--- src/rtl/ws_gen_defs.sv ---
// rtl/ws_gen_defs.sv - shared state encoding and default wait-state constants for ws_gen
// Package only, no ports. Holds the FSM state type, counter widths and the
// default MEM_WS / IO_WS / TIMEOUT values used by the ws_gen top.
package ws_gen_defs;

  typedef enum logic [1:0] {
    ST_IDLE  = 2'd0,
    ST_WAIT  = 2'd1,
    ST_ABORT = 2'd2,
    ST_DONE  = 2'd3
  } ws_state_t;

  localparam int CNT_W       = 4;
  localparam int TMO_W       = 5;

  localparam int DEF_MEM_WS  = 0;
  localparam int DEF_IO_WS   = 1;
  localparam int DEF_TIMEOUT = 31;

endpackage

--- src/rtl/sync2.sv ---
// rtl/sync2.sv - two-flop synchronizer, both flops reset to 1
// Ports:
//   clk  - destination clock
//   rst  - asynchronous active-high reset, forces both flops to 1
//   d    - asynchronous input
//   q    - synchronized output, two clk edges of latency
module sync2 (
  input  logic clk,
  input  logic rst,
  input  logic d,
  output logic q
);

  logic meta;

  always_ff @(posedge clk or posedge rst) begin
    if (rst) begin
      meta <= 1'b1;
      q    <= 1'b1;
    end else begin
      meta <= d;
      q    <= meta;
    end
  end

endmodule

--- src/rtl/ws_gen.sv ---
// rtl/ws_gen.sv - wait-state generator for memory and I/O bus cycles with timeout abort
// Ports:
//   clk4     - processor clock, all state changes on the rising edge
//   reset    - asynchronous active-high reset
//   nmem     - active-low memory cycle request (level, clk4 domain)
//   nio      - active-low I/O cycle request (level, clk4 domain)
//   nwaitreq - active-low device wait request (asynchronous)
//   nhalt    - active-low halt, freezes the wait counters while low
//   nws      - active-low wait-state request to the processor (registered)
//   nendext  - active-low external end request, one cycle on abort (registered)
//   nbuserr  - active-low sticky bus-error flag (registered)
//   busy     - high whenever the FSM is not idle (registered)
module ws_gen
  import ws_gen_defs::*;
#(
  parameter int MEM_WS  = DEF_MEM_WS,
  parameter int IO_WS   = DEF_IO_WS,
  parameter int TIMEOUT = DEF_TIMEOUT
) (
  input  logic clk4,
  input  logic reset,
  input  logic nmem,
  input  logic nio,
  input  logic nwaitreq,
  input  logic nhalt,
  output logic nws,
  output logic nendext,
  output logic nbuserr,
  output logic busy
);

  localparam logic [CNT_W-1:0] MEM_LD  = CNT_W'(MEM_WS);
  localparam logic [CNT_W-1:0] IO_LD   = CNT_W'(IO_WS);
  localparam logic [TMO_W-1:0] TMO_LIM = TMO_W'(TIMEOUT);

  ws_state_t        state;
  logic [CNT_W-1:0] cnt;
  logic [TMO_W-1:0] tmo;
  logic             wreq_s;
  logic             req;
  logic [CNT_W-1:0] ld_val;

  sync2 u_sync (
    .clk (clk4),
    .rst (reset),
    .d   (nwaitreq),
    .q   (wreq_s)
  );

  assign req    = ~nmem | ~nio;
  // Memory request wins when both are asserted on the same edge.
  assign ld_val = (!nmem) ? MEM_LD : IO_LD;

  always_ff @(posedge clk4 or posedge reset) begin
    if (reset) begin
      state   <= ST_IDLE;
      cnt     <= '0;
      tmo     <= '0;
      nws     <= 1'b1;
      nendext <= 1'b1;
      nbuserr <= 1'b1;
      busy    <= 1'b0;
    end else begin
      case (state)
        ST_IDLE: begin
          if (req) begin
            cnt     <= ld_val;
            tmo     <= '0;
            nbuserr <= 1'b1;
            busy    <= 1'b1;
            // Zero wait states and no device wait: skip WAIT entirely so
            // nws never drops.
            if (ld_val == '0 && wreq_s) begin
              state <= ST_DONE;
              nws   <= 1'b1;
            end else begin
              state <= ST_WAIT;
              nws   <= 1'b0;
            end
          end
        end

        ST_WAIT: begin
          if (nhalt) begin
            if (tmo == TMO_LIM) begin
              state   <= ST_ABORT;
              nws     <= 1'b1;
              nendext <= 1'b0;
              nbuserr <= 1'b0;
            end else if (cnt <= CNT_W'(1) && wreq_s) begin
              // Exit on cnt==1 rather than 0 so nws is low for exactly
              // N cycles: the load edge already counts as the first one.
              state <= ST_DONE;
              nws   <= 1'b1;
            end else begin
              if (cnt != '0) cnt <= cnt - CNT_W'(1);
              if (tmo != '1) tmo <= tmo + TMO_W'(1);
            end
          end
        end

        ST_ABORT: begin
          state   <= ST_DONE;
          nendext <= 1'b1;
        end

        ST_DONE: begin
          // Wait for the request to be withdrawn so a held request does not
          // start a second cycle.
          if (nmem && nio) begin
            state <= ST_IDLE;
            busy  <= 1'b0;
          end
        end

        default: begin
          state <= ST_IDLE;
          busy  <= 1'b0;
        end
      endcase
    end
  end

endmodule

--- config.mk ---
export PLATFORM = sky130hd
export DESIGN_NAME = ws_gen
export DESIGN_NICKNAME = d
export VERILOG_FILES = /design/src/rtl/ws_gen_defs.sv /design/src/rtl/sync2.sv /design/src/rtl/ws_gen.sv
export SDC_FILE = /design/constraint.sdc
export NUM_CORES = 1
export LEC_CHECK = 0
export CORE_MARGIN = 2
export CORE_UTILIZATION = 55
export DETAILED_ROUTE_END_ITERATION = 10
export GPL_TIMING_DRIVEN = 0
export PLACE_DENSITY = 0.77
export SYNTH_ARGS = -nofsm -noshare
export SYNTH_HDL_FRONTEND = slang
export SYNTH_SLANG_ARGS = --single-unit
export TNS_END_PERCENT = 100
--- constraint.sdc ---
create_clock -name clk4 -period 3.3 [get_ports clk4]
set_clock_uncertainty 0.2 [all_clocks]
set_input_delay 0.66 -clock clk4 [delete_from_list [all_inputs] [get_ports clk4]]
set_output_delay 0.66 -clock clk4 [all_outputs]
set_load 0.01 [all_outputs]
==> results of run 1 <==
==> layer usage <==
| metal | global-route usage | vias to the layer above | part of all wire |
|---|---|---|---|
| met5 | 0 | - | 0 |
| met4 | 0.0714 | 0 | 0.017 |
| met1 | 0.305 | 442 | 0.46 |
| met2 | 0.347 | 32 | 0.46 |
| li1 | - | 452 | - |
| met3 | 0.0215 | 5 | 0.057 |
==> logic make-up (layout without fill, tap and decap cells) <==
kind of cell / after synthesis / in the layout / share of synthesized area
AND/OR/NAND/NOR: 44 / 44 / 0.208
AO/OA/AOI/OAI: 30 / 30 / 0.216
flip-flops: 17 / 17 / 0.390
buffers and inverters: 12 / 25 / 0.0486
adder cells (fa/ha/maj): 8 / 8 / 0.0905
multiplexers: 5 / 5 / 0.0464
==> power groups by stage <==
stage          Combinational, W  Clock, W  Sequential [W]
2_1_floorplan          0.000491         0        0.000347
3_3_place_gp           0.000636         0        0.000348
3_5_place_dp           0.000654         0        0.000352
4_1_cts                0.000658  0.000117        0.000348
5_1_grt                0.000747  0.000123        0.000359
6_report               0.000655  0.000116        0.000348
==> path summary, 6_finish.rpt <==
path / from / endpoint / slack (ns)
worst max-delay path: tmo[0]$_DFFE_PP0P_ / cnt[0]$_DFFE_PP0P_ / 0.75
worst min-delay path: u_sync.meta$_DFF_PP1_ / u_sync.q$_DFF_PP1_ / 0.17
worst max register to register: tmo[0]$_DFFE_PP0P_ / cnt[0]$_DFFE_PP0P_ / 0.75
worst min register to register: u_sync.meta$_DFF_PP1_ / u_sync.q$_DFF_PP1_ / 0.17
max in group asynchronous: reset / busy$_DFFE_PP0P_ / 1.96
min in group asynchronous: reset / tmo[2]$_DFFE_PP0P_ / 0.53
==> cells in the mapped netlist, types with 2 or more instances <==
cell type                  number  area [um^2]
sky130_fd_sc_hd__a211o_1        2         17.5
sky130_fd_sc_hd__o221ai_1       2         17.5
sky130_fd_sc_hd__buf_4          2         15.0
sky130_fd_sc_hd__dfstp_2        5          131
sky130_fd_sc_hd__a21oi_1        7         35.0
sky130_fd_sc_hd__and3_1         3         18.8
sky130_fd_sc_hd__a211oi_1       2         15.0
sky130_fd_sc_hd__nand2b_1       4         25.0
sky130_fd_sc_hd__o21ai_0        4         20.0
sky130_fd_sc_hd__nand2_1       14         52.6
sky130_fd_sc_hd__o22a_1         3         26.3
sky130_fd_sc_hd__inv_1          8         30.0
sky130_fd_sc_hd__mux2i_1        4         40.0
sky130_fd_sc_hd__a31oi_1        2         12.5
sky130_fd_sc_hd__dfrtp_1       12          300
sky130_fd_sc_hd__ha_1           8          100
sky130_fd_sc_hd__nor2_1         5         18.8
sky130_fd_sc_hd__nor3_1         2         10.0
sky130_fd_sc_hd__nand3_1        6         30.0
==> worst max-delay path, cell delays in order (launching register included) <==
cell	delay, ns
sky130_fd_sc_hd__dfrtp_1	0.44
sky130_fd_sc_hd__ha_1	0.25
sky130_fd_sc_hd__and3_1	0.20
sky130_fd_sc_hd__ha_1	0.22
sky130_fd_sc_hd__nand2b_1	0.17
sky130_fd_sc_hd__a211oi_1	0.59
sky130_fd_sc_hd__nand2b_1	0.15
sky130_fd_sc_hd__o22a_1	0.23
==> through the flow <==
stage          instances  total power [W]  instance area (um^2)  utilization
3_3_place_gp         152         0.000983                  1230        0.640
2_1_floorplan        116         0.000838                  1110            -
3_5_place_dp         152          0.00101                  1230        0.640
6_report             156          0.00112                  1260        0.654
4_1_cts              156          0.00112                  1260        0.654
5_1_grt              156          0.00123                  1260        0.654
==> layout make-up <==
cell class                      count  area, um^2
Fill cell                         184         666
Multi-Input combinational cell     87         621
Sequential cell                    17         432
Timing Repair Buffer                9        90.1
Tap cell                           27        33.8
Inverter                            8        30.0
Clock buffer                        4        26.3
Buffer                              4        23.8
==> parameters.txt, run 1 <==
Parameter                              Value

CTS
  Number of clock sinks ... 17
  Setup bufs post-CTS ... 0
  Clock Tree Root ... sky130_fd_sc_hd__clkbuf_4
  Count of instances resized after the clock tree is built ... 0
  Worst skew pair latency ... around 0.3 ns
  CTS tree ... done
  Clock-pin slew reported for the worst setup and hold paths after clock tree synthesis ... approximately 0.10 ns
  Number of buffers between clock root and the deepest sink ... 2
  Number of buffers added by the clock tree synthesis step ... 3
  Hold buffer count at CTS ... 0
  CTS H-tree depth ... 1

Yosys
  Synthesized area divided by synthesized cell count ... between 9 and 10 um^2
  Number of enable-type register cells in the synthesized netlist ... 0
  Share of synthesized flip-flops with an asynchronous set or reset ... 1.00
  Synthesis Warnings ... 0
  Number of different library cells in the post-synthesis netlist ... 40
  Post-synth net total ... 130
  Flops & latches, synth ... 17
  Mapped cell area ... between 1000 and 1500 um^2
  Sequential cell area fraction in the yosys report ... 0.390
  Number of cells produced by synthesis ... ~120
  Dominant register cell in the synthesized netlist ... sky130_fd_sc_hd__dfrtp_1

Outcome
  Result of the run ... complete, no violations

Min path
  Hold Crit Depth ... 0
  Path class of the lowest-slack min-delay path ... reg -> reg

Pwr
  Sw frac ... 0.451
  Net load switching power ... a little over 0.0005 W
  Flop pwr share ... 0.311
  Cell area power density ... slightly below 900 nW/um^2
  Maximum vdd ir drop ... approximately 530 uV
  Logic pwr share ... 0.585
  Leakage ... approximately 0.58 nW
  Part of the power in the clock network ... 0.103
  Internal power component ... between 0.0006 and 0.0007 W

GRT
  Remaining Overflow, GRT ... 0
  Antenna violations before repair ... 0
  Global-route total usage across every layer ... 0.215
  Wire length of the first global-routing pass ... between 3000 and 4000 um
  Via count of the first global-routing pass ... 890
  Largest net degree at the start of global routing ... 18

Die
  Number of top-level pins ... 10
  Overall die area ... 2390 um^2
  Site row count ... 16
  Initial cell density of the core ... 0.576
  Core footprint ... between 1500 and 2000 um^2
  Die Width ... about 49 um
  DIE HEIGHT ... around 49 um

Route
  Via-per-instance ratio ... 5.97
  TritonRoute pass-1 iters ... 4
  DR DRC count ... 0
  DR iter-0 viols ... 35
  Number of nets with antenna violations after detailed routing ... 0
  Overall routed net length ... 2230 um
  Routed via count ... around 930
  Routed len/inst ... 14.3 um

Worst setup path
  Worst setup EP type ... flop
  Worst Path Required ... 3.29 ns
  Worst r2r path cells ... 7
  Arrival time worst endpoint ... 2.54 ns
  Critical setup path kind ... reg -> reg
  Startpoint kind of the worst setup timing path ... flop
  Largest fanout of any net on the critical path ... 5

Place
  Port Buffers ... 9
  HPWL Detailed ... 1660 um
  Pre-CTS worst setup slack ... between 0.7 and 0.8 ns
  Global placer's final weighted congestion ... around 0.85

Run
  Max Cap Viol ... 0

STA
  Hold violation total from the final report ... 0
  Setup ws final ... around 0.75 ns
  RSZ-0062 raised after global routing ... false
  Post-Route Setup TNS ... 0 ns
  Setup-violating endpoint count in the final report ... 0
  Worst Hold Slack ... approximately 0.17 ns
  Clock period minus final worst setup slack ... around 2.5 ns
  F_max ... between 300 and 400 MHz
  Final Max Slew Viols ... 0
  Tcrit/Tclk final ... 0.771
  Worst-Margin Slew ... around 0.65 ns
  Relative slew slack ... 0.561

Finish
  Share of post-route cells with drive strength above 1 ... 0.132
  Largest register by flop count ... tmo
  Most common library cell in the layout ignoring fill and taps ... sky130_fd_sc_hd__nand2_1
  Largest registers ... tmo: 5 flops, cnt: 4 flops, state: 2 flops
  Number of flip-flops in the largest register ... 5
  Number of antenna repair diodes ... 0
  Final #Nets ... between 100 and 150
  Area Overhead vs Synth ... 13.6%
  Most frequent cells in the layout ... 14 x sky130_fd_sc_hd__nand2_1, 12 x sky130_fd_sc_hd__dfrtp_1, 9 x sky130_fd_sc_hd__clkdlybuf4s50_1
Note: power is estimated with default switching activity, not from simulation.
==> run 2: changes to the inputs <==
--- a/config.mk
+++ b/config.mk
@@ -5,11 +5,12 @@
 export SDC_FILE = /design/constraint.sdc
 export NUM_CORES = 1
 export LEC_CHECK = 0
+export CORE_ASPECT_RATIO = 0.6
 export CORE_MARGIN = 2
-export CORE_UTILIZATION = 55
+export CORE_UTILIZATION = 50
 export DETAILED_ROUTE_END_ITERATION = 10
 export GPL_TIMING_DRIVEN = 0
-export PLACE_DENSITY = 0.77
+export PLACE_DENSITY = 0.74
 export SYNTH_ARGS = -nofsm -noshare
 export SYNTH_HDL_FRONTEND = slang
 export SYNTH_SLANG_ARGS = --single-unit
==> constraint.sdc (replaced) <==
create_clock -name clk4 -period 2.25 [get_ports clk4]
set_clock_uncertainty 0.2 [all_clocks]
set_input_delay 0.45 -clock clk4 [delete_from_list [all_inputs] [get_ports clk4]]
set_output_delay 0.45 -clock clk4 [all_outputs]
set_load 0.01 [all_outputs]
==> run 2 against run 1 <==
Net effect:
- the run now ends with setup timing left
- register-to-register slack worse by 0.78 ns
- critical path depth unchanged
- combinational power rose by 71%
- setup slack worse by 0.78 ns
- sequential share of layout area shrank 3.0 points
- sequential cell count is the same
- clock-buffer cell count fell by 1
- critical path type unchanged
- critical endpoint is now tmo[0]$_DFFE_PP0P_
- largest cell class unchanged
- highest routed layer unchanged
==> parameters.txt, run 2 (synthesis gave the netlist of run 1 again) <==
Parameter                              Value

Outcome
  Result of the run ... finished, violations left
  Violated checks ... setup timing

Finish
  Area Overhead vs Synth ... 24.3%
  Largest registers ... tmo: 5 flops, cnt: 4 flops, state: 2 flops
  Number of standard cells in the layout, taps in and fillers out ... around 170
  Most common library cell in the layout ignoring fill and taps ... sky130_fd_sc_hd__nand2_1
  Final #Nets ... 150
  Final standard cell utilization of the core ... 0.645
  Most frequent cells in the layout ... 14 x sky130_fd_sc_hd__nand2_1, 12 x sky130_fd_sc_hd__dfrtp_1, 9 x sky130_fd_sc_hd__clkdlybuf4s50_1
  FILL cells ... 180
  Number of antenna repair diodes ... 0
  Largest register by flop count ... tmo
  Share of post-route cells with drive strength above 1 ... 0.230
  Number of flip-flops in the largest register ... 5

CTS
  Number of clock sinks ... 17
  CTS H-tree depth ... 1
  Clock-pin slew reported for the worst setup and hold paths after clock tree synthesis ... approximately 0.060 ns
  Number of buffers added by the clock tree synthesis step ... 3
  Clock Tree Root ... sky130_fd_sc_hd__clkbuf_8
  Hold buffer count at CTS ... 0
  Worst skew pair latency ... around 0.25 ns
  Number of buffers between clock root and the deepest sink ... 2
  CTS tree ... done

Run
  Max Cap Viol ... 0

STA
  Final Max Slew Viols ... 0
  Setup-violating endpoint count in the final report ... 1
  Clock period minus final worst setup slack ... 2.28 ns
  F_max ... around 440 MHz
  Tcrit/Tclk final ... 1.01
  Relative slew slack ... 0.579
  Hold violation total from the final report ... 0
  Setup ws final ... -0.0293 ns
  Worst-Margin Slew ... about 0.63 ns
  RSZ-0062 raised after global routing ... true

GRT
  Via count of the first global-routing pass ... between 900 and 1,000
  Largest net degree at the start of global routing ... 18
  Wire length of the first global-routing pass ... around 4300 um
  Global-route total usage across every layer ... 0.228
  Antenna violations before repair ... 0
  Remaining Overflow, GRT ... 0

Die
  DIE HEIGHT ... 40.4 um
  Die Width ... between 60 and 70 um
  Initial cell density of the core ... 0.519
  Core footprint ... roughly 2100 um^2
  Site row count ... 13
  Overall die area ... 2620 um^2
  Number of top-level pins ... 10

Pwr
  Leakage ... between 0.6 and 0.7 nW
  Maximum vdd ir drop ... approximately 700 uV
  Cell area power density ... around 1400 nW/um^2
  Total power of the final layout ... 0.00186 W

Place
  Port Buffers ... 9
  HPWL Detailed ... approximately 1800 um
  Global placer's final weighted congestion ... about 0.94
  Inst Count DP ... 155

Route
  Highest routing layer actually used ... met4
  Number of nets with antenna violations after detailed routing ... 0
  Routed len/inst ... between 15 and 20 um
  Routed via count ... roughly 950
  TritonRoute pass-1 iters ... 4
  DR iter-0 viols ... 88
  Sum of met3 wire segment lengths after detailed routing ... between 150 and 200 um
  Overall routed net length ... about 2600 um
  Via-per-instance ratio ... 5.78
  DR DRC count ... 0
  Wire length on met2 ... roughly 1200 um
  WL met1 ... between 1000 and 1500 um

Worst setup path
  Largest fanout of any net on the critical path ... 3
  Worst Path Required ... 2.22 ns
  Critical setup path kind ... reg -> reg
  Startpoint kind of the worst setup timing path ... flop
  Arrival time worst endpoint ... between 2 and 2.5 ns
  Worst setup EP type ... flop

Min path
  Path class of the lowest-slack min-delay path ... reg -> reg
-- run 2: report_power, final --
| group | switching (W) | leakage, nW | internal (W) |
|---|---|---|---|
| clock network | 0.0000988 | 0.0255 | 0.000123 |
| registers | 0.0000973 | 0.206 | 0.000421 |
| logic | 0.000638 | 0.387 | 0.000483 |
| total | 0.000834 | 0.619 | 0.00103 |
-- run 2: final timing paths --
path	startpoint	end	slack, ns	depth (start not counted)
max	tmo[1]$_DFFE_PP0P_	tmo[0]$_DFFE_PP0P_	-0.03	7
min	u_sync.meta$_DFF_PP1_	u_sync.q$_DFF_PP1_	0.16	0
max reg2reg	tmo[1]$_DFFE_PP0P_	tmo[0]$_DFFE_PP0P_	-0.03	7
min reg2reg	u_sync.meta$_DFF_PP1_	u_sync.q$_DFF_PP1_	0.16	0
max in group asynchronous	reset	state[0]$_DFFE_PP0P_	1.07	2
min in group asynchronous	reset	tmo[1]$_DFFE_PP0P_	0.38	2
-- run 2: worst max-delay path, stage by stage, from the launching register on --
cell	delay [ns]
sky130_fd_sc_hd__dfrtp_1	0.40
sky130_fd_sc_hd__ha_2	0.20
sky130_fd_sc_hd__and3_4	0.19
sky130_fd_sc_hd__ha_4	0.16
sky130_fd_sc_hd__nand2b_4	0.14
sky130_fd_sc_hd__a211o_1	0.34
sky130_fd_sc_hd__or4_4	0.49
sky130_fd_sc_hd__o211ai_2	0.07
-- run 2: area by class of cell --
class                   count  area [um^2]  share of cell area
well taps                  30         37.5              0.0273
plain buffers               4         27.5              0.0200
repair buffers             15          133              0.0965
clock buffers               3         41.3              0.0300
clock inverters             1         5.00             0.00364
multi-input cells          87          669               0.487
inverters                   8         30.0              0.0218
flip-flops and latches     17          432               0.314
-- run 2: per-stage QoR --
| stage | hold slack [ns] | area (um^2) | setup WS, ns | TNS (ns) |
|---|---|---|---|---|
| 2_1_floorplan | 0.145 | 1110 | 0.0102 | 0 |
| 3_3_place_gp | 0.146 | 1240 | -0.172 | -0.712 |
| 3_5_place_dp | 0.147 | 1240 | -0.219 | -1.01 |
| 4_1_cts | 0.157 | 1320 | 0.00905 | 0 |
| 5_1_grt | 0.159 | 1380 | -0.0677 | -0.173 |
| 6_report | 0.156 | 1380 | -0.0293 | -0.0293 |
-- run 2: repair_timing --
item | CTS | global route
setup buffers | 2 | 3
endpoints found under the setup margin | 9 | 6
resized for setup | 4 | 4
hold endpoints to repair | 0 | 0
gates cloned | 0 | 1
pin swaps | 1 | 4
-- run 2: routing by layer --
layer  vias up  track usage
met1       457        0.313
li1        463            -
met2        32        0.366
met3         2       0.0590
met4         0       0.0532
met5         -            0
